### config.mk
export PLATFORM = sky130hd
export DESIGN_NAME = dmem_arbiter_flat
export DESIGN_NICKNAME = d
export VERILOG_FILES = /design/src/rtl/dmem_arb_pkg.sv /design/src/rtl/dmem_arbiter_if.sv /design/src/rtl/dmem_arb_pick.sv /design/src/rtl/dmem_arbiter.sv /design/src/flat_wrapper.sv
export SDC_FILE = /design/constraint.sdc
export NUM_CORES = 1
export LEC_CHECK = 0
export BUFFER_PORTS_ARGS = -buffer_cell sky130_fd_sc_hd__buf_2
export CORE_AREA = 2 2 115 117
export DETAILED_ROUTE_END_ITERATION = 8
export DIE_AREA = 0 0 117 119
export SLEW_MARGIN = 20
export SYNTH_ARGS = -nofsm -noshare
export SYNTH_HDL_FRONTEND = slang
export SYNTH_SLANG_ARGS = --single-unit
### constraint.sdc
create_clock -name clk -period 6.7 [get_ports clk]
set_clock_uncertainty 0.1 [all_clocks]
set_input_delay 1.34 -clock clk [delete_from_list [all_inputs] [get_ports clk]]
set_output_delay 1.34 -clock clk [all_outputs]
set_load 0.005 [all_outputs]
### src/rtl/dmem_arb_pkg.sv
// dmem_arb_pkg: shared types and constants for the data-RAM arbiter.
// The arbitration mode is selected by the DMEM_ARB_RR_EN macro (see dmem_arb_pick).
package dmem_arb_pkg;

    // Sequencer states: grant happens in IDLE, the RESP states return the result.
    typedef enum logic [1:0] {
        IDLE     = 2'd0,
        RESP_CPU = 2'd1,
        RESP_DBG = 2'd2
    } state_e;

    // Identity of the requester that owns (or last owned) the RAM.
    typedef enum logic {
        GNT_CPU = 1'b0,
        GNT_DBG = 1'b1
    } grant_e;

    // The debug/loader port always writes whole words.
    localparam logic [3:0] DBG_WMASK = 4'hF;

endpackage

### src/rtl/dmem_arbiter_if.sv
// dmem_arbiter_if: CPU data port, debug/loader port and RAM-side bus of the
// data-memory arbiter. The slave modport is the arbiter's view; the master
// modport is the view of the requesters and the RAM model around it.
interface dmem_arbiter_if #(
    parameter int ADDR_W    = 32,
    parameter int MEM_WORDS = 256
);
    localparam int AW = $clog2(MEM_WORDS);

    logic              cpu_req;
    logic              cpu_we;
    logic [ADDR_W-1:0] cpu_addr;
    logic [31:0]       cpu_wdata;
    logic [3:0]        cpu_wmask;
    logic              cpu_ready;
    logic [31:0]       cpu_rdata;
    logic              cpu_err;

    logic              dbg_req;
    logic              dbg_we;
    logic [ADDR_W-1:0] dbg_addr;
    logic [31:0]       dbg_wdata;
    logic              dbg_ready;
    logic [31:0]       dbg_rdata;
    logic              dbg_err;

    logic              mem_en;
    logic              mem_we;
    logic [AW-1:0]     mem_addr;
    logic [31:0]       mem_wdata;
    logic [3:0]        mem_wmask;
    logic [31:0]       mem_rdata;

    modport slave (
        input  cpu_req, cpu_we, cpu_addr, cpu_wdata, cpu_wmask,
        output cpu_ready, cpu_rdata, cpu_err,
        input  dbg_req, dbg_we, dbg_addr, dbg_wdata,
        output dbg_ready, dbg_rdata, dbg_err,
        output mem_en, mem_we, mem_addr, mem_wdata, mem_wmask,
        input  mem_rdata
    );

    modport master (
        output cpu_req, cpu_we, cpu_addr, cpu_wdata, cpu_wmask,
        input  cpu_ready, cpu_rdata, cpu_err,
        output dbg_req, dbg_we, dbg_addr, dbg_wdata,
        input  dbg_ready, dbg_rdata, dbg_err,
        input  mem_en, mem_we, mem_addr, mem_wdata, mem_wmask,
        output mem_rdata
    );

endinterface

### src/rtl/dmem_arb_pick.sv
// dmem_arb_pick: stateless winner selection between the CPU and debug ports.
// DMEM_ARB_RR_EN defined: round-robin on ties (port opposite last_grant wins).
// DMEM_ARB_RR_EN undefined: fixed priority, debug over CPU.
module dmem_arb_pick
    import dmem_arb_pkg::*;
(
    input  logic   cpu_req_i,
    input  logic   dbg_req_i,
    input  grant_e last_grant_i,
    output logic   gnt_vld_o,
    output grant_e gnt_o
);

`ifndef DMEM_ARB_RR_EN
    // Fixed priority keeps last_grant only for observability.
    logic unused_last_grant;
    assign unused_last_grant = (last_grant_i == GNT_DBG);
`endif

    // Choose the winner from the current requests.
    always_comb begin
        gnt_vld_o = cpu_req_i | dbg_req_i;
        gnt_o     = GNT_CPU;
`ifdef DMEM_ARB_RR_EN
        if (cpu_req_i && dbg_req_i) begin
            gnt_o = (last_grant_i == GNT_DBG) ? GNT_CPU : GNT_DBG;
        end else if (dbg_req_i) begin
            gnt_o = GNT_DBG;
        end
`else
        if (dbg_req_i) begin
            gnt_o = GNT_DBG;
        end
`endif
    end

endmodule

### src/rtl/dmem_arbiter.sv
// dmem_arbiter: shares the single-port data RAM between the CPU data port and
// the debug/loader port. One access per two cycles: grant and RAM strobe in
// IDLE, one-cycle ready pulse in the following RESP state. Errored accesses
// (misaligned or beyond MEM_WORDS) skip the RAM but still get a ready with err.
// Arbitration mode: macro DMEM_ARB_RR_EN (round-robin) else fixed debug priority.
module dmem_arbiter
    import dmem_arb_pkg::*;
#(
    parameter int MEM_WORDS = 256,
    parameter int ADDR_W    = 32,
    parameter int CNT_W     = 16
) (
    input  logic             clk,
    input  logic             reset,
    dmem_arbiter_if.slave    bus,
    output logic             cpu_stall_o,
    output logic [CNT_W-1:0] stall_cnt_o
);

    localparam int AW = $clog2(MEM_WORDS);
    localparam logic [ADDR_W-1:0] WORD_LIM = ADDR_W'(MEM_WORDS);

    state_e            state_q, state_d;
    grant_e            last_grant_q;
    grant_e            gnt;
    logic              gnt_vld;
    logic              grant;
    logic              rsp_err_q;
    logic              rsp_load_q;
    logic [CNT_W-1:0]  stall_cnt_q;
    logic              cpu_ready;
    logic              dbg_ready;

    logic              sel_we;
    logic              sel_err;
    logic [ADDR_W-1:0] sel_addr;
    logic [31:0]       sel_wdata;
    logic [3:0]        sel_wmask;

    function automatic logic addr_err(input logic [ADDR_W-1:0] a);
        return (a[1:0] != 2'b00) || ((a >> 2) >= WORD_LIM);
    endfunction

    function automatic logic [CNT_W-1:0] sat_inc(input logic [CNT_W-1:0] v);
        return (&v) ? v : v + CNT_W'(1);
    endfunction

    dmem_arb_pick u_pick (
        .cpu_req_i    (bus.cpu_req),
        .dbg_req_i    (bus.dbg_req),
        .last_grant_i (last_grant_q),
        .gnt_vld_o    (gnt_vld),
        .gnt_o        (gnt)
    );

    // A grant only happens in IDLE and never while reset is held.
    assign grant = reset && (state_q == IDLE) && gnt_vld;

    // Route the winner's request fields and classify the access.
    always_comb begin
        if (gnt == GNT_DBG) begin
            sel_we    = bus.dbg_we;
            sel_addr  = bus.dbg_addr;
            sel_wdata = bus.dbg_wdata;
            sel_wmask = DBG_WMASK;
        end else begin
            sel_we    = bus.cpu_we;
            sel_addr  = bus.cpu_addr;
            sel_wdata = bus.cpu_wdata;
            sel_wmask = bus.cpu_wmask;
        end
        sel_err = addr_err(sel_addr);
    end

    // Drive the RAM strobes in the grant cycle only; write fields only for stores.
    always_comb begin
        bus.mem_en    = 1'b0;
        bus.mem_we    = 1'b0;
        bus.mem_addr  = '0;
        bus.mem_wdata = 32'h0;
        bus.mem_wmask = 4'h0;
        if (grant && !sel_err) begin
            bus.mem_en   = 1'b1;
            bus.mem_we   = sel_we;
            bus.mem_addr = sel_addr[AW+1:2];
            if (sel_we) begin
                bus.mem_wdata = sel_wdata;
                bus.mem_wmask = sel_wmask;
            end
        end
    end

    // Next state: grant moves to the winner's RESP state, RESP always returns to IDLE.
    always_comb begin
        state_d = IDLE;
        if (grant) begin
            state_d = (gnt == GNT_DBG) ? RESP_DBG : RESP_CPU;
        end
    end

    // Sequencer, response qualifiers and stall counter.
    always_ff @(posedge clk) begin
        if (!reset) begin
            state_q      <= IDLE;
            last_grant_q <= GNT_DBG;
            rsp_err_q    <= 1'b0;
            rsp_load_q   <= 1'b0;
            stall_cnt_q  <= '0;
        end else begin
            state_q <= state_d;
            if (grant) begin
                last_grant_q <= gnt;
                rsp_err_q    <= sel_err;
                rsp_load_q   <= !sel_we;
            end
            if (cpu_stall_o) begin
                stall_cnt_q <= sat_inc(stall_cnt_q);
            end
        end
    end

    assign cpu_ready = reset && (state_q == RESP_CPU);
    assign dbg_ready = reset && (state_q == RESP_DBG);

    assign bus.cpu_ready = cpu_ready;
    assign bus.cpu_err   = cpu_ready && rsp_err_q;
    assign bus.cpu_rdata = (cpu_ready && rsp_load_q && !rsp_err_q) ? bus.mem_rdata : 32'h0;

    assign bus.dbg_ready = dbg_ready;
    assign bus.dbg_err   = dbg_ready && rsp_err_q;
    assign bus.dbg_rdata = (dbg_ready && rsp_load_q && !rsp_err_q) ? bus.mem_rdata : 32'h0;

    assign cpu_stall_o = bus.cpu_req && !cpu_ready;
    assign stall_cnt_o = stall_cnt_q;

endmodule

### src/flat_wrapper.sv
// flat-port wrapper written by rule: the top's interface ports become plain ports
module dmem_arbiter_flat import dmem_arb_pkg::*;
#(
    parameter int MEM_WORDS = 256,
    parameter int ADDR_W    = 32,
    parameter int CNT_W     = 16
)
  (clk, reset, cpu_stall_o, stall_cnt_o, bus_cpu_req, bus_cpu_we, bus_cpu_addr, bus_cpu_wdata, bus_cpu_wmask, bus_cpu_ready, bus_cpu_rdata, bus_cpu_err, bus_dbg_req, bus_dbg_we, bus_dbg_addr, bus_dbg_wdata, bus_dbg_ready, bus_dbg_rdata, bus_dbg_err, bus_mem_en, bus_mem_we, bus_mem_addr, bus_mem_wdata, bus_mem_wmask, bus_mem_rdata);
  dmem_arbiter_if #(.ADDR_W(ADDR_W), .MEM_WORDS(MEM_WORDS)) bus_i ();
  input  logic clk;
  input  logic reset;
  output logic cpu_stall_o;
  output logic [CNT_W-1:0] stall_cnt_o;
  input wire logic [$bits(bus_i.cpu_req)-1:0] bus_cpu_req;
  input wire logic [$bits(bus_i.cpu_we)-1:0] bus_cpu_we;
  input wire logic [$bits(bus_i.cpu_addr)-1:0] bus_cpu_addr;
  input wire logic [$bits(bus_i.cpu_wdata)-1:0] bus_cpu_wdata;
  input wire logic [$bits(bus_i.cpu_wmask)-1:0] bus_cpu_wmask;
  output wire logic [$bits(bus_i.cpu_ready)-1:0] bus_cpu_ready;
  output wire logic [$bits(bus_i.cpu_rdata)-1:0] bus_cpu_rdata;
  output wire logic [$bits(bus_i.cpu_err)-1:0] bus_cpu_err;
  input wire logic [$bits(bus_i.dbg_req)-1:0] bus_dbg_req;
  input wire logic [$bits(bus_i.dbg_we)-1:0] bus_dbg_we;
  input wire logic [$bits(bus_i.dbg_addr)-1:0] bus_dbg_addr;
  input wire logic [$bits(bus_i.dbg_wdata)-1:0] bus_dbg_wdata;
  output wire logic [$bits(bus_i.dbg_ready)-1:0] bus_dbg_ready;
  output wire logic [$bits(bus_i.dbg_rdata)-1:0] bus_dbg_rdata;
  output wire logic [$bits(bus_i.dbg_err)-1:0] bus_dbg_err;
  output wire logic [$bits(bus_i.mem_en)-1:0] bus_mem_en;
  output wire logic [$bits(bus_i.mem_we)-1:0] bus_mem_we;
  output wire logic [$bits(bus_i.mem_addr)-1:0] bus_mem_addr;
  output wire logic [$bits(bus_i.mem_wdata)-1:0] bus_mem_wdata;
  output wire logic [$bits(bus_i.mem_wmask)-1:0] bus_mem_wmask;
  input wire logic [$bits(bus_i.mem_rdata)-1:0] bus_mem_rdata;
  assign bus_i.cpu_req = bus_cpu_req;
  assign bus_i.cpu_we = bus_cpu_we;
  assign bus_i.cpu_addr = bus_cpu_addr;
  assign bus_i.cpu_wdata = bus_cpu_wdata;
  assign bus_i.cpu_wmask = bus_cpu_wmask;
  assign bus_cpu_ready = bus_i.cpu_ready;
  assign bus_cpu_rdata = bus_i.cpu_rdata;
  assign bus_cpu_err = bus_i.cpu_err;
  assign bus_i.dbg_req = bus_dbg_req;
  assign bus_i.dbg_we = bus_dbg_we;
  assign bus_i.dbg_addr = bus_dbg_addr;
  assign bus_i.dbg_wdata = bus_dbg_wdata;
  assign bus_dbg_ready = bus_i.dbg_ready;
  assign bus_dbg_rdata = bus_i.dbg_rdata;
  assign bus_dbg_err = bus_i.dbg_err;
  assign bus_mem_en = bus_i.mem_en;
  assign bus_mem_we = bus_i.mem_we;
  assign bus_mem_addr = bus_i.mem_addr;
  assign bus_mem_wdata = bus_i.mem_wdata;
  assign bus_mem_wmask = bus_i.mem_wmask;
  assign bus_i.mem_rdata = bus_mem_rdata;
  dmem_arbiter #(.MEM_WORDS(MEM_WORDS), .ADDR_W(ADDR_W), .CNT_W(CNT_W)) u_core (.clk(clk), .reset(reset), .bus(bus_i), .cpu_stall_o(cpu_stall_o), .stall_cnt_o(stall_cnt_o));
endmodule
After elaboration in Yosys (flattened, before gate mapping)
Cells that the tools add are included.
W data, S select, Z words.
- magnitude comparators: 1
- divide/modulo/power cells: 0
- multiply operators: 0
- bitwise operators: 2
- mux-type cells: 15
- reduce and logical (&&, ||, !) cells: 22
- $add $sub $neg: 1
- shift-type cells: 0
- eq/ne operators: 2
- operator list (kind ; number):
    $mux W32 ; 6
    $ge A30 B9 Y1 const B ; 1
    $add A16 B1 Y16 const B ; 1
    $reduce_and A16 Y1 ; 1
    $logic_and A1 B1 Y1 ; 12
    $mux W4 ; 3
    $mux W8 ; 1
    $logic_not A1 Y1 ; 4
    $mux W1 ; 4
    $reduce_and A2 Y1 ; 2
    $eq A2 B1 Y1 const B ; 1
    $eq A2 B2 Y1 const B ; 1
    $logic_not A2 Y1 ; 1
    $mux W2 ; 1
    $reduce_bool A2 Y1 ; 1
    $logic_or A1 B1 Y1 ; 1
    $not A1 Y1 ; 1
    $or A1 B1 Y1 ; 1
- bits in writable memories: 0
- word-level logic and storage cells: 47
- register bits after elaboration: 20
- latch bits: 0
- memories: 0
- input port bits: 170
- bits in read-only memories: 0
- output and inout bits: 131

Longest topological paths before layout
- depth in word-level cells: 7
- mapped depth: 8
- gate-level depth less buffers: 6

By module
Synthesis repeated with hierarchy kept, for this count alone.
- cell total of the unflattened synthesis: 383
- area total of the unflattened synthesis: 2539.9 um^2
- modules (own cells, without submodules) (module ; area an instance (um^2) ; times used ; cells each):
    dmem_arbiter ; 2526.2 ; 1 ; 381
    dmem_arb_pick ; 13.8 ; 1 ; 2

Worst setup path before layout
OpenSTA, ideal clock, no wires.
- path kind: in2out
- from: input port bus_dbg_req
- to: output port bus_mem_wdata[14]
- stages on the path: 8
- required time: 5.260 ns
- setup slack: 2.602 ns
- arrival time: 2.658 ns
- cell sequence: buf_2 nor4_1 nand4_1 nor4_1 o211ai_1 buf_2 buf_6 nor3_1
- word-level cells in the longest chain between the ends: 7
- elaborated cells between the ends (all ways): 13
- ends and longest elaborated chain (what ; RTL line ; RTL):
    from (decl) ; flat_wrapper.sv:22 ; input wire logic [$bits(bus_i.dbg_req)-1:0] bus_dbg_req;
    $mux W1 ; dmem_arb_pick.sv:31 ; if (dbg_req_i) begin
    $mux W32 ; dmem_arbiter.sv:61 ; if (gnt == GNT_DBG) begin
    $ge A30 B9 Y1 / $reduce_bool A2 Y1 (equally long branches) ; dmem_arbiter.sv:41 ; return (a[1:0] != 2'b00) || ((a >> 2) >= WORD_LIM);
    $logic_or A1 B1 Y1 ; dmem_arbiter.sv:41 ;
    $logic_not A1 Y1 ; dmem_arbiter.sv:82 ; if (grant && !sel_err) begin
    $logic_and A1 B1 Y1 ; dmem_arbiter.sv:82 ;
    $mux W32 * ; dmem_arbiter.sv:82 ;
    to (decl) ; flat_wrapper.sv:32 ; output wire logic [$bits(bus_i.mem_wdata)-1:0] bus_mem_wdata;
Every way passes the cells marked *; elsewhere a longest branch is shown, timed or not.

Worst setup path in the final report
- from: input port bus_dbg_req
- to: output port bus_mem_wdata[2]
The elaborated chain is that of the path after synthesis.

==> implementation parameters <==
Parameter                              Value

Cells and area
  N_diodes    0
  Syn-to-layout area delta    76.8%
  Final #Nets    768
  Post-layout utilization of the core    31.4%
  Number of non-filler instances in the completed layout    771
  Fraction of layout cells with a size suffix above 1    52.9%

Worst setup path
  Critical path start-end classification    in2out
  Arrival time worst endpoint    3.20 ns
  Buffers and inverters on the worst path    3
  Number of stages on the worst setup path    8
  Reg2reg path depth    6
  Cell family contributing the most delay on the critical path    simple AND/OR/NAND/NOR gates
  Critical path's slowest cell    sky130_fd_sc_hd__nor4_1
  Type of destination of the critical path    output pin
  Worst path cell trace    buf_2 > nor4_1 > nand4_1 > nor4_1 > o211ai_1 > buf_4 > nor3_1 > buf_2
  Maximum fanout along the worst path    36
  Crit Reg-Reg Endpoint    u_core.stall_cnt_o[12]$_SDFFE_PN0P_
  Register-to-Register Setup Slack    4.63 ns
  Largest incremental delay on the critical path    0.31 ns
  Critical path required time    5.26 ns
  Crit Reg-Reg Startpoint    u_core.stall_cnt_o[0]$_SDFFE_PN0P_
  Startpoint type of the worst setup path    primary input

Clock network
  Number of H-tree levels    1
  CTS-repair resized insts    0
  Clock tree from TritonCTS    yes
  Number of buffers created by CTS    3
  Count of clock tree sinks    20
  # hold bufs at CTS    0
  Clk Tree Root Cell    sky130_fd_sc_hd__clkbuf_16
  Clock latency on the worst-skew pair    0.25 ns
  Clock Path Buffers    2
  Clk pin slew, worst setup/hold paths    0.05 ns
  # Post-CTS Setup Buffers    0

Placement
  IO buf count    300
  Placer Congestion    0.793
  Detailed placer's ending HPWL    8560 µm
  Number of instances in the placed design    767

Power
  Clk network pwr share    33.7%
  Power density over the cells    87.0 nW/µm²
  Internal Pwr Total    0.000260 W
  Design Power    0.000351 W
  Net switching power of the design    0.0000909 W
  VDD IR max    0.0000792 V
  Static leakage power    2.40 nW
  Relative contribution of combinational cells to total power    30.7%
  Proportion of power drawn by flip-flops and latches    35.7%
  Switching power as a share of total power    25.9%

Worst hold path
  Worst hold-check path type    reg2reg
  Min-delay src    u_core.stall_cnt_o[4]$_SDFFE_PN0P_
  Number of cells traversed by the worst hold path    2
  Capture endpoint of the worst hold path    u_core.stall_cnt_o[4]$_SDFFE_PN0P_

Global route
  Largest net degree at the start of global routing    45
  Antenna violations before repair    0
  Vias in the first global route    2,863
  GRT Overall Usage    12.9%
  Routing usage on met2    23.7%
  Met1 usage    16.3%
  Met3 Use GR    1.83%
  Remaining global-route overflow    0
  Global routing's busiest layer    met2
  Global-route wire length before repair    14,400 µm

Die
  Starting density of the core    17.7%
  Standard cell core area    12,900 µm²
  DIE WIDTH    117 µm
  Top-level I/O count    301
  Die area    13,900 µm²
  Floorplan die height    119 µm
  Cell row count    42

STA
  Peak clock frequency supported by timing    216 MHz
  Setup repair after global routing missed its margin    false
  TNS Setup    0 ns
  Minimum clock period    4.64 ns
  Actual slew at the worst max-slew pin    0.837 ns
  Hold_ws    0.405 ns
  Worst slew margin relative to its limit    44.2%
  Hold violation total from the final report    0
  Setup-violating endpoint count in the final report    0
  Pins over their slew limit    0
  Share of the cycle needed by the critical path after routing    69.2%

Yosys
  EDFF count, synth    0
  Mapped cell area    2280 µm²
  Post-synthesis instance total    311
  Count of distinct cell types in the synthesized netlist    37
  Fraction of registers with async set/reset    0%
  Mean area per synthesized cell    7.34 µm²
  Share of synthesized area occupied by flip-flops and latches    17.5%
  Flop and latch count out of synthesis    20
  Post-synthesis net count    482
  Primary flip-flop cell chosen by synthesis mapping    sky130_fd_sc_hd__dfxtp_1
  Yosys synthesis warning count    0

Drt
  Per-cell routed wire length    13.1 µm
  Vias after detailed routing    3,248
  Detailed-routing iteration count for the pre-antenna-repair pass    4
  Mean number of vias per cell    4.21
  Count of routing violations after the opening detailed-route iteration    94
  Total wirelength of the detailed-routed design    10,100 µm
  Final antenna-violating net count    0
  Total DRC errors in the routed layout    0

Run status
  Result of the run    finished, final reports clean

Run
  Max cap viols    0
==> worst register-to-register path, delay by kind of cell (launching register included) <==
kind                     cells  cell delay [ns]
XOR/XNOR                     1             0.11
flip-flops                   1             0.42
AND/OR/NAND/NOR              4             1.13
adder cells (fa/ha/maj)      1             0.22
==> layer usage <==
| metal | up-vias | wire length (µm) |
|---|---|---|
| met5 | - | 0 |
| met4 | 0 | 53 |
| met3 | 6 | 798 |
| met2 | 179 | 4970 |
| met1 | 1407 | 4280 |
| li1 | 1656 | - |
==> power groups by stage <==
stage               clock network (W)  logic (W)  registers [W]
detailed placement                  0   0.000106       0.000128
CTS                          0.000123   0.000106       0.000125
global placement                    0   0.000105       0.000128
global route                 0.000128   0.000119       0.000126
floorplan                           0  0.0000412       0.000127
finish                       0.000118   0.000108       0.000125
==> cell usage after synthesis (2+ instances only) <==
cell / count / area (µm²)
sky130_fd_sc_hd__and2_1: 73 / 457
sky130_fd_sc_hd__mux2i_1: 46 / 460
sky130_fd_sc_hd__nor3_1: 38 / 190
sky130_fd_sc_hd__dfxtp_1: 20 / 400
sky130_fd_sc_hd__nor2_1: 18 / 67.6
sky130_fd_sc_hd__nand2_1: 17 / 63.8
sky130_fd_sc_hd__clkbuf_1: 15 / 56.3
sky130_fd_sc_hd__nor4_1: 13 / 81.3
sky130_fd_sc_hd__inv_1: 6 / 22.5
sky130_fd_sc_hd__nand4_1: 6 / 37.5
sky130_fd_sc_hd__xor2_1: 6 / 52.6
sky130_fd_sc_hd__nand3_1: 5 / 25.0
sky130_fd_sc_hd__o21ai_0: 5 / 25.0
sky130_fd_sc_hd__and3_1: 4 / 25.0
sky130_fd_sc_hd__buf_2: 4 / 20.0
sky130_fd_sc_hd__nor2b_1: 3 / 18.8
sky130_fd_sc_hd__nor4_2: 3 / 37.5
sky130_fd_sc_hd__or2b_1: 3 / 22.5
sky130_fd_sc_hd__xnor2_1: 3 / 26.3
sky130_fd_sc_hd__a211oi_1: 2 / 15.0
sky130_fd_sc_hd__and4_1: 2 / 17.5
sky130_fd_sc_hd__buf_1: 2 / 7.51
sky130_fd_sc_hd__buf_6: 2 / 22.5
sky130_fd_sc_hd__nor4b_1: 2 / 17.5
==> state kept, by name, summed over array words and instances, names as in the netlist <==
| register | count |
|---|---|
| u_core.rsp_err_q | 1 |
| u_core.rsp_load_q | 1 |
| u_core.stall_cnt_o | 16 |
| u_core.state_q | 2 |
==> placed cells by master, fill, tap and decap left out, types with 5 or more instances in the layout <==
cell type,Yosys,routed
sky130_fd_sc_hd__and2_1,73,73
sky130_fd_sc_hd__buf_2,4,300
sky130_fd_sc_hd__dfxtp_1,20,20
sky130_fd_sc_hd__inv_1,6,6
sky130_fd_sc_hd__mux2i_1,46,45
sky130_fd_sc_hd__nand2_1,17,17
sky130_fd_sc_hd__nand3_1,5,5
sky130_fd_sc_hd__nand4_1,6,6
sky130_fd_sc_hd__nor2_1,18,18
sky130_fd_sc_hd__nor3_1,38,38
sky130_fd_sc_hd__nor4_1,13,13
sky130_fd_sc_hd__o21ai_0,5,5
sky130_fd_sc_hd__xor2_1,6,6
==> stage by stage <==
step | instance area (µm²) | worst slack [ns]
2_1_floorplan | 2280 | 2.60
3_3_place_gp | 3930 | 2.03
3_5_place_dp | 3930 | 2.03
4_1_cts | 4010 | 2.03
5_1_grt | 4040 | 1.79
6_report | 4040 | 2.06
==> logic make-up (layout without fill, tap and decap cells) <==
family / Yosys count / in the layout / share of synthesized area (%)
flip-flops: 20 / 20 / 17.5
buffers and inverters: 30 / 314 / 5.81
AND/OR/NAND/NOR: 194 / 194 / 49.4
AO/OA/AOI/OAI: 11 / 11 / 3.12
XOR/XNOR: 9 / 9 / 3.45
adder cells (fa/ha/maj): 1 / 1 / 0.548
multiplexers: 46 / 46 / 20.2
==> worst max path at each step <==
| stage | startpoint | end | slack [ns] |
|---|---|---|---|
| floorplan | bus_dbg_req | bus_mem_wdata[14] | 2.60 |
| global placement | bus_dbg_req | bus_mem_wdata[2] | 2.03 |
| detailed placement | bus_dbg_req | bus_mem_wdata[2] | 2.03 |
| CTS | bus_dbg_req | bus_mem_wdata[2] | 2.03 |
| global route | bus_dbg_req | bus_mem_wdata[2] | 1.79 |
| finish | bus_dbg_req | bus_mem_wdata[2] | 2.06 |
==> final cells by class <==
type                    count  area (µm²)
fillers                  1459        8840
multi-input cells         261        1760
repair buffers            304        1550
flip-flops and latches     20         400
well taps                 176         220
clock buffers               3        75.1
inverters                   7        26.3
No activity file was read; power rests on OpenSTA's default activity.
